$ cat src/rtl/uart_pkg.sv
// Shared register map, CTRL/STATUS bit positions and TX FSM encoding for uart_fifo_ctrl.
package uart_pkg;

    localparam logic [1:0] ADDR_CTRL = 2'd0;
    localparam logic [1:0] ADDR_TXD  = 2'd1;
    localparam logic [1:0] ADDR_RXD  = 2'd2;
    localparam logic [1:0] ADDR_STAT = 2'd3;

    localparam int CTRL_SEND     = 0;
    localparam int CTRL_AUTO_TX  = 1;
    localparam int CTRL_IRQ_EN   = 2;
    localparam int CTRL_TX_FLUSH = 3;
    localparam int CTRL_RX_FLUSH = 4;

    localparam int ST_TX_EMPTY = 0;
    localparam int ST_TX_FULL  = 1;
    localparam int ST_RX_EMPTY = 2;
    localparam int ST_RX_FULL  = 3;
    localparam int ST_TX_OVF   = 4;
    localparam int ST_RX_OVF   = 5;
    localparam int ST_TX_BUSY  = 6;
    localparam int ST_TX_CNT   = 8;
    localparam int ST_RX_CNT   = 16;

    typedef enum logic [2:0] {IDLE, LOAD, START, WAIT_BUSY, WAIT_DONE} tx_state_t;

endpackage

$ cat src/rtl/uart_fifo_ctrl_sync_fifo.sv
// Power-of-two synchronous FIFO with combinational head, occupancy count and one-cycle flush.
module sync_fifo #(
    parameter int WIDTH = 8,
    parameter int DEPTH = 16
) (
    input  logic                       clk,
    input  logic                       rst,
    input  logic                       push,
    input  logic                       pop,
    input  logic                       flush,
    input  logic [WIDTH-1:0]           din,
    output logic [WIDTH-1:0]           dout,
    output logic                       full,
    output logic                       empty,
    output logic [$clog2(DEPTH):0]     count
);
    localparam int AW = $clog2(DEPTH);
    localparam int CW = AW + 1;

    logic [WIDTH-1:0] mem [DEPTH];
    logic [AW-1:0]    wr_ptr, rd_ptr;
    logic             do_push, do_pop;

    assign full    = (count == CW'(DEPTH));
    assign empty   = (count == '0);
    assign do_pop  = pop && !empty;
    // A push into a full FIFO still lands when the head leaves in the same cycle.
    assign do_push = push && (!full || do_pop);
    assign dout    = mem[rd_ptr];

    always_ff @(posedge clk) begin
        if (rst || flush) begin
            wr_ptr <= '0;
            rd_ptr <= '0;
            count  <= '0;
        end else begin
            if (do_push) wr_ptr <= wr_ptr + AW'(1);
            if (do_pop)  rd_ptr <= rd_ptr + AW'(1);
            case ({do_push, do_pop})
                2'b10:   count <= count + CW'(1);
                2'b01:   count <= count - CW'(1);
                default: count <= count;
            endcase
        end
    end

    always_ff @(posedge clk) begin
        if (do_push && !flush) mem[wr_ptr] <= din;
    end

endmodule

$ cat src/rtl/uart_fifo_ctrl.sv
// Register-mapped UART front end: TX/RX FIFOs, TX sequencing FSM, sticky overflow flags and irq.
module uart_fifo_ctrl
    import uart_pkg::*;
#(
    parameter int DATA_W   = 8,
    parameter int TX_DEPTH = 16,
    parameter int RX_DEPTH = 16
) (
    input  logic              clk_i,
    input  logic              rst_i,
    input  logic              wr_i,
    input  logic              rd_i,
    input  logic [1:0]        addr_i,
    input  logic [31:0]       wdata_i,
    output logic [31:0]       rdata_o,
    output logic              irq_o,
    output logic              uart_tx_start_o,
    output logic [DATA_W-1:0] uart_tx_data_o,
    input  logic              uart_tx_rdy_i,
    input  logic              uart_rx_rdy_i,
    input  logic [DATA_W-1:0] uart_rx_data_i
);
    localparam int TXCW = $clog2(TX_DEPTH) + 1;
    localparam int RXCW = $clog2(RX_DEPTH) + 1;

    tx_state_t         state;
    logic              send, auto_tx, irq_en, tx_ovf, rx_ovf;
    logic [DATA_W-1:0] tx_data;
    logic              wr_ctrl, wr_txd, wr_stat, rd_rxd;
    logic              tx_flush, rx_flush, tx_pop;
    logic [DATA_W-1:0] tx_head, rx_head;
    logic              tx_full, tx_empty, rx_full, rx_empty;
    logic [TXCW-1:0]   tx_count;
    logic [RXCW-1:0]   rx_count;
    logic              tx_ovf_set, rx_ovf_set, send_done;
    logic [31:0]       status;
    logic              unused_wdata;

    assign unused_wdata = ^wdata_i;

    assign wr_ctrl  = wr_i && (addr_i == ADDR_CTRL);
    assign wr_txd   = wr_i && (addr_i == ADDR_TXD);
    assign wr_stat  = wr_i && (addr_i == ADDR_STAT);
    assign rd_rxd   = rd_i && (addr_i == ADDR_RXD);
    assign tx_flush = wr_ctrl && wdata_i[CTRL_TX_FLUSH];
    assign rx_flush = wr_ctrl && wdata_i[CTRL_RX_FLUSH];
    assign tx_pop   = (state == LOAD);

    sync_fifo #(.WIDTH(DATA_W), .DEPTH(TX_DEPTH)) u_tx_fifo (
        .clk(clk_i), .rst(rst_i), .push(wr_txd), .pop(tx_pop), .flush(tx_flush),
        .din(wdata_i[DATA_W-1:0]), .dout(tx_head), .full(tx_full), .empty(tx_empty),
        .count(tx_count)
    );

    sync_fifo #(.WIDTH(DATA_W), .DEPTH(RX_DEPTH)) u_rx_fifo (
        .clk(clk_i), .rst(rst_i), .push(uart_rx_rdy_i), .pop(rd_rxd), .flush(rx_flush),
        .din(uart_rx_data_i), .dout(rx_head), .full(rx_full), .empty(rx_empty),
        .count(rx_count)
    );

    // Flush beats a same-cycle push and must not be reported as an overflow.
    assign tx_ovf_set = wr_txd && tx_full && !tx_pop && !tx_flush;
    assign rx_ovf_set = uart_rx_rdy_i && rx_full && !rd_rxd && !rx_flush;

    assign send_done = tx_empty && !wr_txd &&
                       ((state == IDLE) || ((state == WAIT_DONE) && uart_tx_rdy_i));

    always_ff @(posedge clk_i) begin
        if (rst_i) begin
            state   <= IDLE;
            tx_data <= '0;
        end else begin
            case (state)
                IDLE: if (!tx_empty && (send || auto_tx) && uart_tx_rdy_i) begin
                    tx_data <= tx_head;
                    state   <= LOAD;
                end
                // A flush on the IDLE->LOAD edge leaves nothing to send.
                LOAD:      state <= tx_empty ? IDLE : START;
                START:     state <= WAIT_BUSY;
                WAIT_BUSY: if (!uart_tx_rdy_i) state <= WAIT_DONE;
                WAIT_DONE: if (uart_tx_rdy_i)  state <= IDLE;
                default:   state <= IDLE;
            endcase
        end
    end

    assign uart_tx_start_o = (state == START);
    assign uart_tx_data_o  = tx_data;

    always_ff @(posedge clk_i) begin
        if (rst_i) begin
            send    <= 1'b0;
            auto_tx <= 1'b0;
            irq_en  <= 1'b0;
            tx_ovf  <= 1'b0;
            rx_ovf  <= 1'b0;
            irq_o   <= 1'b0;
        end else begin
            if (wr_ctrl) begin
                send    <= wdata_i[CTRL_SEND];
                auto_tx <= wdata_i[CTRL_AUTO_TX];
                irq_en  <= wdata_i[CTRL_IRQ_EN];
            end else if (send_done) begin
                send <= 1'b0;
            end
            tx_ovf <= tx_ovf_set || (tx_ovf && !(wr_stat && wdata_i[ST_TX_OVF]));
            rx_ovf <= rx_ovf_set || (rx_ovf && !(wr_stat && wdata_i[ST_RX_OVF]));
            irq_o  <= irq_en && (!rx_empty || tx_ovf || rx_ovf);
        end
    end

    always_comb begin
        status                  = '0;
        status[ST_TX_EMPTY]     = tx_empty;
        status[ST_TX_FULL]      = tx_full;
        status[ST_RX_EMPTY]     = rx_empty;
        status[ST_RX_FULL]      = rx_full;
        status[ST_TX_OVF]       = tx_ovf;
        status[ST_RX_OVF]       = rx_ovf;
        status[ST_TX_BUSY]      = (state != IDLE);
        status[ST_TX_CNT +: 8]  = 8'(tx_count);
        status[ST_RX_CNT +: 8]  = 8'(rx_count);
    end

    always_ff @(posedge clk_i) begin
        if (rst_i) begin
            rdata_o <= '0;
        end else if (rd_i) begin
            case (addr_i)
                ADDR_CTRL: rdata_o <= 32'({irq_en, auto_tx, send});
                ADDR_RXD:  rdata_o <= rx_empty ? '0 : 32'(rx_head);
                ADDR_STAT: rdata_o <= status;
                default:   rdata_o <= '0;
            endcase
        end
    end

endmodule

$ cat config.mk
export PLATFORM = sky130hd
export DESIGN_NAME = uart_fifo_ctrl
export DESIGN_NICKNAME = d
export VERILOG_FILES = /design/src/rtl/uart_pkg.sv /design/src/rtl/uart_fifo_ctrl_sync_fifo.sv /design/src/rtl/uart_fifo_ctrl.sv
export SDC_FILE = /design/constraint.sdc
export NUM_CORES = 1
export LEC_CHECK = 0
export ABC_AREA = 0
export CORE_UTILIZATION = 53
export CTS_CLUSTER_SIZE = 12
export DETAILED_ROUTE_END_ITERATION = 12
export PLACE_DENSITY_LB_ADDON = 0.25
export SETUP_SLACK_MARGIN = 0.3
export SYNTH_ARGS = -nofsm -noshare
export SYNTH_HDL_FRONTEND = slang
export SYNTH_SLANG_ARGS = --single-unit
$ cat constraint.sdc
create_clock -name clk_i -period 2.9 [get_ports clk_i]
set_input_delay 0.435 -clock clk_i [delete_from_list [all_inputs] [get_ports clk_i]]
set_output_delay 0.435 -clock clk_i [all_outputs]
set_load 0.005 [all_outputs]
==> impl_metrics.env, run 1 <==
export IMPL_power_net_switching_mw=1.91
export IMPL_sw_frac_of_total_pct=20.2
export IMPL_core_region_area_sq_um=23800
export IMPL_synth_area_top_cells="sky130_fd_sc_hd__edfxtp_1 (59%), sky130_fd_sc_hd__dfxtp_1 (10%), sky130_fd_sc_hd__mux4_2 (9.0%)"
export IMPL_outcome="finished clean"
export IMPL_fmaxAchievable_ghz=0.396
export IMPL_ios=90
export IMPL_crit_path_max_fanout=5
export IMPL_syn_area_per_cell_sq_um=16.3
export IMPL_cts_tree="done"
export IMPL_fin_util_pct=64.1
export IMPL_setup_viol_count_final=0
export IMPL_die_area_sq_um=25200
export IMPL_critPathKind="reg -> reg"
export IMPL_worstPathArrival_ns=2.95
export IMPL_crit_path_start_kind="register"
export IMPL_leakagePower_nw=5.07
export IMPL_layout_cell_area_non_filler_sq_um=15200
export IMPL_antenna_found_initial=0
export IMPL_final_setup_worst_slack_ns=0.372
export IMPL_chipHeight_um=159
export IMPL_cts_buffers=34
export IMPL_p_int_mw=7.54
export IMPL_p_per_area_nw_per_um2=621
export IMPL_cts_num_sinks=321
export IMPL_synthDominantCellAreaShare_pct=59.1
export IMPL_final_setup_skew_ns=0.0164
export IMPL_final_hold_viol_count=0
export IMPL_die_w_um=159
export IMPL_number_of_drc_markers_in_iteration_0=571
export IMPL_via_per_inst=5.78
export IMPL_yosys_synthesis_warning_count=0
export IMPL_share_clk_of_total_power_pct=42.5
export IMPL_combPwrFrac_pct=4.0
export IMPL_globalRoute_totalOverflow=0
export IMPL_register_clock_pin_slew_on_the_reported_worst_setup_and_hold_paths_ns=0.06
export IMPL_numPortBuffers=51
export IMPL_synth_ff_type="sky130_fd_sc_hd__edfxtp_1"
export IMPL_clk_latency_ns=0.51
export IMPL_first_global_vias=7333
export IMPL_hpwlAfterDp_um=17100
export IMPL_holdWs_ns=0.487
export IMPL_kind_of_capture_point_of_the_worst_setup_path="register"
export IMPL_area_growth_syn_to_layout_pct=17.1
export IMPL_clock_path_buffers=3
export IMPL_final_period_utilization_pct=87.2
export IMPL_maximum_level_of_the_cts_h_tree=2
export IMPL_clock_tree_root_cell="sky130_fd_sc_hd__clkbuf_16"
export IMPL_dr_pass1_iters=5
export IMPL_remaining_drc_errors=0
export IMPL_synth_async_sr_flop_share_pct=0
export IMPL_routed_wire_length_per_instance_um=21.2
export IMPL_final_number_of_max_transition_violations=0
export IMPL_placementRows=56
export IMPL_hp_class="reg -> reg"
export IMPL_layout_min_cycle_time_ns=2.53
export IMPL_postRouteAntennaNets=0
export IMPL_vias=7216
export IMPL_number_of_diodes=0
export IMPL_post_route_cells_drive_above_1_share_pct=19.8
export IMPL_final_setup_tns_ns=0
export IMPL_yosysTopAreaCell="sky130_fd_sc_hd__edfxtp_1"
export IMPL_syn_area_sq_um=13000
export IMPL_maxCapViolCount=0
export IMPL_grt_usage_pct=22.1
export IMPL_preCtsSetupSlack_ns=-0.0635
export IMPL_post_synth_inst_count=796
export IMPL_detailed_place_area_sq_um=14200
export IMPL_gp_congestion=0.815
export IMPL_rsz0062_at_grt="yes"
export IMPL_ys_types=53
export IMPL_flip_flop_and_latch_count_after_synthesis=321
export IMPL_timing_worst_slew_pin_value_ns=0.739
export IMPL_grt_pass1_wl_um=40900
export IMPL_yosysSeqAreaShare_pct=69.1
export IMPL_power_frac_seq_pct=53.5
export IMPL_required_ns=3.32
export IMPL_power_ir_vdd_worst_mv=0.494
export IMPL_postRouteWirelength_um=26400
export IMPL_timing_max_slew_rel_slack_pct=50.6
export IMPL_start_util_pct=54.7
export IMPL_grt_max_degree=35
export IMPL_synth_edf_count=256
export IMPL_num_nets_final=973
==> logic make-up (layout without fill, tap and decap cells) <==
logic type,count (synthesis),after routing,share of synthesized area [%]
multiplexers,91,91,13.3
adder cells (fa/ha/maj),19,19,1.94
other,1,14,0.0288
XOR/XNOR,19,19,1.28
AO/OA/AOI/OAI,90,90,5.04
flip-flops,321,321,69.1
AND/OR/NAND/NOR,183,183,6.37
buffers and inverters,72,192,2.87
==> layout by cell type, fill, tap and decap left out, types with 4 or more instances in the layout <==
master,synthesis,routed
sky130_fd_sc_hd__a21o_1,5,5
sky130_fd_sc_hd__a21oi_1,25,23
sky130_fd_sc_hd__a221o_1,9,9
sky130_fd_sc_hd__a22oi_1,12,12
sky130_fd_sc_hd__and3_1,5,5
sky130_fd_sc_hd__buf_4,16,61
sky130_fd_sc_hd__clkbuf_1,16,13
sky130_fd_sc_hd__clkbuf_16,0,37
sky130_fd_sc_hd__clkdlybuf4s50_1,0,51
sky130_fd_sc_hd__clkinv_1,0,6
sky130_fd_sc_hd__conb_1,1,14
sky130_fd_sc_hd__dfxtp_1,65,59
sky130_fd_sc_hd__dfxtp_2,0,6
sky130_fd_sc_hd__edfxtp_1,256,256
sky130_fd_sc_hd__ha_1,17,16
sky130_fd_sc_hd__inv_1,19,19
sky130_fd_sc_hd__mux2_2,9,9
sky130_fd_sc_hd__mux2i_1,20,20
sky130_fd_sc_hd__mux4_1,10,10
sky130_fd_sc_hd__mux4_2,52,52
sky130_fd_sc_hd__nand2_1,53,53
sky130_fd_sc_hd__nand2b_1,4,4
sky130_fd_sc_hd__nand3_1,6,6
sky130_fd_sc_hd__nand3b_1,5,5
sky130_fd_sc_hd__nand4_1,4,4
sky130_fd_sc_hd__nor2_1,83,83
sky130_fd_sc_hd__nor3_1,7,7
sky130_fd_sc_hd__o21ai_0,9,8
sky130_fd_sc_hd__o22ai_1,6,6
sky130_fd_sc_hd__or3_1,4,4
sky130_fd_sc_hd__xnor2_1,9,9
sky130_fd_sc_hd__xor2_1,10,10
==> synthesized netlist by cell type, types with 2 or more instances <==
cell type / count
sky130_fd_sc_hd__a21o_1: 5
sky130_fd_sc_hd__nand3b_1: 5
sky130_fd_sc_hd__nor2b_1: 2
sky130_fd_sc_hd__o22ai_1: 6
sky130_fd_sc_hd__xnor2_1: 9
sky130_fd_sc_hd__a221o_1: 9
sky130_fd_sc_hd__nand4_1: 4
sky130_fd_sc_hd__fa_1: 2
sky130_fd_sc_hd__o31ai_1: 2
sky130_fd_sc_hd__a211oi_1: 4
sky130_fd_sc_hd__and2_1: 2
sky130_fd_sc_hd__or3_1: 4
sky130_fd_sc_hd__a21oi_1: 25
sky130_fd_sc_hd__a311o_1: 3
sky130_fd_sc_hd__ha_1: 17
sky130_fd_sc_hd__mux4_2: 52
sky130_fd_sc_hd__nor4_4: 2
sky130_fd_sc_hd__o21ai_0: 9
sky130_fd_sc_hd__inv_1: 19
sky130_fd_sc_hd__a22oi_1: 12
sky130_fd_sc_hd__edfxtp_1: 256
sky130_fd_sc_hd__nor3_1: 7
sky130_fd_sc_hd__buf_4: 16
sky130_fd_sc_hd__mux2i_1: 20
sky130_fd_sc_hd__dfxtp_1: 65
sky130_fd_sc_hd__and3_1: 5
sky130_fd_sc_hd__nor2_1: 83
sky130_fd_sc_hd__a32oi_1: 3
sky130_fd_sc_hd__or2_2: 2
sky130_fd_sc_hd__and2_0: 2
sky130_fd_sc_hd__buf_1: 9
sky130_fd_sc_hd__buf_2: 8
sky130_fd_sc_hd__mux4_1: 10
sky130_fd_sc_hd__xor2_1: 10
sky130_fd_sc_hd__nand2b_1: 4
sky130_fd_sc_hd__a31oi_1: 2
sky130_fd_sc_hd__buf_6: 2
sky130_fd_sc_hd__o2111ai_1: 2
sky130_fd_sc_hd__mux2_2: 9
sky130_fd_sc_hd__clkbuf_1: 16
sky130_fd_sc_hd__nand2_1: 53
sky130_fd_sc_hd__nand3_1: 6
sky130_fd_sc_hd__a31oi_2: 3
==> per-stage QoR <==
step                      cells  power [mW]
final                      1248        9.45
after detailed placement   1188        5.52
after CTS                  1247        9.51
after global placement     1188        5.50
after global routing       1248        9.75
after floorplan             809        5.33
==> registers in the layout, summed over array words and instances (netlist names), 3 cells and up, named ones only <==
signal and flops:
u_rx_fifo.mem 128, u_tx_fifo.mem 128, rdata_o 18, uart_tx_data_o 8, u_rx_fifo.count 5, u_tx_fifo.count 5, u_rx_fifo.rd_ptr 4, u_rx_fifo.wr_ptr 4
u_tx_fifo.rd_ptr 4, u_tx_fifo.wr_ptr 4, state 3
==> path summary, 6_finish.rpt <==
kind / start / endpoint / slack, ns / cells after the start
hold / removal: state[2]$_SDFFE_PP0P_ / state[1]$_SDFFE_PP0P_ / 0.49 / 1
setup / recovery: state[0]$_SDFFE_PP0P_ / u_tx_fifo.count[4]$_SDFFE_PP0P_ / 0.37 / 10
setup reg to reg: state[0]$_SDFFE_PP0P_ / u_tx_fifo.count[4]$_SDFFE_PP0P_ / 0.37 / 10
hold reg to reg: state[2]$_SDFFE_PP0P_ / state[1]$_SDFFE_PP0P_ / 0.49 / 1
==> power groups by stage <==
| stage | registers [mW] | clock network (mW) | logic, mW |
|---|---|---|---|
| after global routing | 5.05 | 4.28 | 0.414 |
| after floorplan | 5.13 | 0 | 0.200 |
| after global placement | 5.14 | 0 | 0.357 |
| after CTS | 5.05 | 4.08 | 0.377 |
| after detailed placement | 5.15 | 0 | 0.374 |
| final | 5.05 | 4.02 | 0.378 |
==> layout make-up <==
type | instances | area (sq um)
sequential | 321 | 9000
fill | 1642 | 8530
multi-input combinational | 416 | 3720
timing repair buffer | 114 | 1010
clock buffer | 52 | 1000
tap | 319 | 399
inverter | 19 | 71.3
clock inverter | 7 | 27.5
==> worst max-delay path, stage by stage, from the launching register on <==
cell and delay [ns]:
sky130_fd_sc_hd__dfxtp_2 0.36, sky130_fd_sc_hd__or3b_4 0.42, sky130_fd_sc_hd__a31oi_4 0.15, sky130_fd_sc_hd__inv_1 0.07, sky130_fd_sc_hd__ha_2 0.20, sky130_fd_sc_hd__fa_1 0.39
sky130_fd_sc_hd__a21o_1 0.18, sky130_fd_sc_hd__a21oi_2 0.15, sky130_fd_sc_hd__xor2_1 0.09, sky130_fd_sc_hd__or3_1 0.31, sky130_fd_sc_hd__a21oi_1 0.14
==> what timing repair did <==
| item | 4_1_cts | 5_1_grt |
|---|---|---|
| setup buffers | 0 | 1 |
| endpoints found under the setup margin | 1 | 3 |
| hold buffers | 0 | 0 |
| gates resized for setup | 4 | 3 |
| pin swaps | 0 | 1 |
==> routing by layer <==
metal | vias up | part of all wire, % | GRT usage (%)
met3 | 41 | 5.1 | 3.21
met5 | - | 0 | 0
met4 | 0 | 2.0 | 7.01
met1 | 3682 | 41 | 28.4
li1 | 3255 | - | -
met2 | 238 | 52 | 38.9
(Power assumes the default switching activity.)
==> inputs of run 2 (changes only) <==
--- a/config.mk
+++ b/config.mk
@@ -9,6 +9,8 @@
 export CORE_UTILIZATION = 53
 export CTS_CLUSTER_SIZE = 12
 export DETAILED_ROUTE_END_ITERATION = 12
+export GPL_TIMING_DRIVEN = 0
+export HOLD_SLACK_MARGIN = 0.05
 export PLACE_DENSITY_LB_ADDON = 0.25
 export SETUP_SLACK_MARGIN = 0.3
 export SYNTH_ARGS = -nofsm -noshare
==> impl_metrics.env, run 2 (synthesized netlist as in run 1, its figures left out) <==
export IMPL_cp_max_stage_delay_ns=0.44
export IMPL_final_number_of_max_transition_violations=0
export IMPL_layout_min_cycle_time_ns=2.65
export IMPL_critPathKind="reg -> reg"
export IMPL_hpwlAfterDp_um=17000
export IMPL_leakagePower_nw=4.90
export IMPL_hp_class="in -> reg"
export IMPL_worstPathArrival_ns=3.12
export IMPL_start_util_pct=54.7
export IMPL_highest_count_cells_in_the_layout_ignoring_fill_and_taps="sky130_fd_sc_hd__edfxtp_1 (256), sky130_fd_sc_hd__nor2_1 (73), sky130_fd_sc_hd__dfxtp_1 (63), sky130_fd_sc_hd__nand2_1 (53), sky130_fd_sc_hd__mux4_2 (52)"
export IMPL_crit_family="simple AND/OR/NAND/NOR gates"
export IMPL_first_global_vias=7010
export IMPL_via_per_inst=5.67
export IMPL_rsz0062_at_grt="yes"
export IMPL_maxCapViolCount=0
export IMPL_crit_path_start_kind="register"
export IMPL_holdWs_ns=0.208
export IMPL_grt_max_degree=19
export IMPL_routed_wire_length_per_instance_um=20.9
export IMPL_chipHeight_um=159
export IMPL_final_setup_skew_ns=0.00687
export IMPL_remaining_drc_errors=0
export IMPL_grt_usage_pct=21.5
export IMPL_timing_worst_slew_pin_value_ns=0.930
export IMPL_cts_tree="done"
export IMPL_cts_buffers=31
export IMPL_ios=90
export IMPL_final_cells=1240
export IMPL_globalRoute_totalOverflow=0
export IMPL_timing_critical_path_cells="or3b_4 > a31oi_4 > inv_1 > ha_4 > fa_2 > a21o_1 > a21oi_2 > xor2_1 > or3_1 > a21oi_1"
export IMPL_critical_path_buf_inv_count=1
export IMPL_cts_num_sinks=321
export IMPL_setup_viol_count_final=0
export IMPL_fin_util_pct=63.2
export IMPL_num_nets_final=966
export IMPL_final_period_utilization_pct=91.5
export IMPL_register_clock_pin_slew_on_the_reported_worst_setup_and_hold_paths_ns=0.06
export IMPL_layout_cells_most_common="sky130_fd_sc_hd__edfxtp_1"
export IMPL_core_region_area_sq_um=23800
export IMPL_die_area_sq_um=25200
export IMPL_number_of_diodes=0
export IMPL_area_growth_syn_to_layout_pct=15.4
export IMPL_power_ir_vdd_worst_mv=0.705
export IMPL_antenna_found_initial=0
export IMPL_fmaxAchievable_ghz=0.377
export IMPL_die_w_um=159
export IMPL_clk_latency_ns=0.54
export IMPL_numPortBuffers=50
export IMPL_placementRows=56
export IMPL_clock_tree_root_cell="sky130_fd_sc_hd__clkbuf_16"
export IMPL_post_route_cells_drive_above_1_share_pct=17.9
export IMPL_dr_pass1_iters=5
export IMPL_critical_path_startpoint="state[1]$_SDFFE_PP0P_"
export IMPL_number_of_drc_markers_in_iteration_0=560
export IMPL_gp_congestion=0.826
export IMPL_outcome="finished clean"
export IMPL_vias=7028
export IMPL_clock_path_buffers=3
export IMPL_postRouteWirelength_um=25900
export IMPL_kind_of_capture_point_of_the_worst_setup_path="register"
export IMPL_cts_hold_buffers_added=0
export IMPL_crit_path_max_fanout=9
export IMPL_critPathSlowestCell="sky130_fd_sc_hd__or3b_4"
export IMPL_final_setup_tns_ns=0
export IMPL_hp_start="rd_i"
export IMPL_grt_pass1_wl_um=39700
export IMPL_final_hold_viol_count=0
export IMPL_maximum_level_of_the_cts_h_tree=1
export IMPL_largest_registers="u_rx_fifo.mem (128), u_tx_fifo.mem (128), rdata_o (18)"
export IMPL_placedCellCount=1178
export IMPL_worst_r2r_startpoint="state[1]$_SDFFE_PP0P_"
export IMPL_timing_max_slew_rel_slack_pct=37.8
export IMPL_postRouteAntennaNets=0
export IMPL_p_per_area_nw_per_um2=603
export IMPL_required_ns=3.37
[run 2: cell types whose count changed in the layout (fill, tap and decap cells not counted), sizes merged]
| cell | before | now |
|---|---|---|
| clkdlybuf4s50 | 51 | 50 |
| clkbuf | 52 | 72 |
| buf | 63 | 43 |
| clkinv | 7 | 0 |
[run 2: final cells by class]
| type | instances | area [sq um] |
|---|---|---|
| tap | 319 | 399 |
| fill | 1654 | 8740 |
| multi-input combinational | 416 | 3800 |
| clock buffer | 55 | 898 |
| inverter | 19 | 71.3 |
| buffer | 53 | 302 |
| timing repair buffer | 57 | 553 |
| sequential | 321 | 8990 |
[run 2: worst paths after layout]
check	end	slack (ns)	cells after the start
max	u_tx_fifo.count[4]$_SDFFE_PP0P_	0.25	10
min	rdata_o[6]$_SDFFE_PP0P_	0.21	2
max reg2reg	u_tx_fifo.count[4]$_SDFFE_PP0P_	0.25	10
min reg2reg	uart_tx_data_o[1]$_SDFFE_PP0P_	0.49	1
[run 2: stage by stage]
| step | cell area [sq um] | power [mW] | setup WS (ns) |
|---|---|---|---|
| 6_report | 15000 | 9.05 | 0.248 |
| 5_1_grt | 15000 | 9.31 | 0.121 |
| 4_1_cts | 15000 | 9.10 | 0.199 |
| 3_5_place_dp | 14000 | 5.51 | -0.448 |
| 3_3_place_gp | 14000 | 5.50 | -0.426 |
| 2_1_floorplan | 13100 | 5.33 | 0.304 |
[run 2: timing repair]
| item | 4_1_cts | 5_1_grt |
|---|---|---|
| endpoints found under the setup margin | 95 | 80 |
| gates resized for setup | 8 | 17 |
| pin swaps | 4 | 3 |
| setup buffers | 7 | 0 |
[run 2: routing by layer]
metal  part of all wire, %  routed length, um  vias up  track usage (%)
li1                      -                  -     3252                -
met1                    43              11100     3533             28.4
met2                    51              13200      204             37.7
met3                   4.3               1120       39             2.61
met4                   2.2                571        0             5.86
met5                     0                  0        -                0
[run 2: power breakdown]
group	internal [mW]	switching, mW
logic	0.151	0.238
registers	5.02	0.0298
clock network	2.06	1.55
total	7.23	1.82
==> variant: new RTL, settings of run 2 <==
The parameter `TX_DEPTH` goes from 16 to 32.
--- a/src/rtl/uart_fifo_ctrl.sv
+++ b/src/rtl/uart_fifo_ctrl.sv
@@ -4,5 +4,5 @@
 #(
     parameter int DATA_W   = 8,
-    parameter int TX_DEPTH = 16,
+    parameter int TX_DEPTH = 32,
     parameter int RX_DEPTH = 16
 ) (
Behaviour: same outputs for any inputs over 4 cycles, from zero or initial values and one cycle with rst_i high; that may be too few to reach the edited logic, so the function may still have changed.
==> variant against run 2 <==
  * Design area grew 40%
  * Non-clock buffer count increased by 11
  * Routed wire length grew 53%
  * Setup slack gained 0.051 ns
  * Sequential cell count grew 132
  * Total power up 44%
  * First-iteration DRC count up 76%
  * Highest routed layer unchanged
  * Synthesized area grew 40%
  * Largest cell class unchanged
==> variant: results (changes against run 2) <==
status = finished clean
Leak Pwr = 6.43 nW (+31%)
hpwl dp = 25,000 microns (+47%)
synth warn = 0 (unchanged)
vias per cell = 5.88 (+3.8%)
leading post-synthesis cells by cell area = edfxtp_1, mux4_2, dfxtp_1
Port-buffer cells = 51 (+2.0%)
root buffer cell = clkbuf_16
clock transition at the registers of the reported paths = 0.06 ns (about the same)
Worst VDD drop = 0.455 mV (-35%)
H-tree depth = 2 (+1)
initial antenna violation count = 0 (unchanged)
arrival time of the worst setup path = 2.80 ns (-0.32 ns)
final WL = 39,600 microns (+53%)
Placed Area = 19,300 sq um (+38%)
Post-synth EDFFs = 384 (+50%)
first-pass iteration count of the detailed router = 5 (unchanged)
CTS Buf Count = 46 (+48%)
latest clock arrival within the worst-skew pair = 0.57 ns (+0.03 ns)
CTS Buffer Depth = 3 (unchanged)
cell family with most CP delay = simple AND/OR/NAND/NOR gates
CP max stage cell = nor2_2
share of layout cells above drive strength 1 = 19.6% (+1.7 points)
initial DRC count = 986 (+76%)
Top Registers = u_tx_fifo.mem x256, u_rx_fifo.mem x128, rdata_o x19
Synth top cells by count = edfxtp_1, nor2_1, mux2i_1, dfxtp_1, mux4_2
CP max stage delay = 0.50 ns (+0.06 ns)
fin nets = 1,278 (+32%)
Yosys cell types = 66 (+25%)
Place WS = -0.936 ns (-0.488 ns)
Sw Ratio = 20.9% (+0.83 points)
CP Max Fanout = 9 (unchanged)
vias in the first global route = 9,972 (+42%)
gr usage total = 22.9% (+1.5 points)
first-pass GRT wire length = 60,000 microns (+51%)
ys async rst share = 0% (unchanged)
Max-slew headroom = 8.13% (-30 points)
worst min path class = in2reg
Final GP Congestion = 0.860 (+4.1%)
register area share after synthesis = 71.1% (+1.9 points)
worst-case clock skew = 0.0293 ns (+0.0224 ns)
largest net degree at the start of global routing = 35 (+16)
Ant. Diodes = 0 (unchanged)
-- variant: cells by family (layout without fill, tap and decap cells) --
kind of cell / Yosys count / count (layout) / share of synthesized area (%)
AOI/OAI and AO/OA: 133 / 133 / 5.36
xor gates and xnor gates: 20 / 20 / 0.964
adders and majority gates: 15 / 15 / 1.07
buffers and inverters: 88 / 224 / 2.35
DFF: 453 / 453 / 71.1
muxes: 150 / 150 / 12.9
other: 1 / 13 / 0.0206
and+or+nand+nor: 242 / 242 / 6.31
-- variant: worst paths after layout --
kind,startpoint,to,slack [ns],cells after the start
setup reg to reg,state[0],u_tx_fifo.mem[30][7],0.30,5
hold reg to reg,uart_tx_data_o[7],uart_tx_data_o[7],0.47,1
setup / recovery,state[0],u_tx_fifo.mem[30][7],0.30,5
hold / removal,rd_i,rdata_o[0],0.37,3
-- variant: power groups by stage --
stage	combinational (W)	sequential [W]	clock, W
final	0.000468	0.00714	0.00540
after global routing	0.000505	0.00714	0.00573
after CTS	0.000462	0.00714	0.00548
after detailed placement	0.000446	0.00728	0
after global placement	0.000437	0.00727	0
after floorplan	0.000238	0.00726	0
-- variant: stage by stage --
stage	instances	power [W]
after CTS	1698	0.0131
after global routing	1698	0.0134
after floorplan	1114	0.00750
final	1698	0.0130
after global placement	1613	0.00771
after detailed placement	1613	0.00772
-- variant: worst reg2reg max path, stage by stage (launching register included) --
cell	delay, ns
dfxtp_1	0.43
or3b_1	0.38
clkbuf_1	0.20
a31oi_4	0.38
nand2_2	0.35
nor2_2	0.51
-- variant: cell type report --
cell class,count,area [sq um]
Inverter,20,75.1
Clock inverter,13,103
Multi-Input combinational cell,573,5250
Buffer,68,372
Clock buffer,70,1260
Sequential cell,453,12900
Timing Repair Buffer,53,500
Tap cell,448,561
Fill cell,2408,12600
-- variant: what timing repair did --
item,4_1_cts,5_1_grt
setup endpoints to repair,406,294
buffers inserted,2,0
pin swaps,1,0
gates resized for setup,83,23
hold buffers,0,0
-- variant: per-layer routing --
layer  global-route usage (%)  wire length [microns]  up-vias
li1                         -                      -     4541
met1                     32.1                  16800     5066
met2                     37.8                  19500      338
met3                     4.07                   2600       46
met4                     5.39                    659        0
met5                        0                      0        -
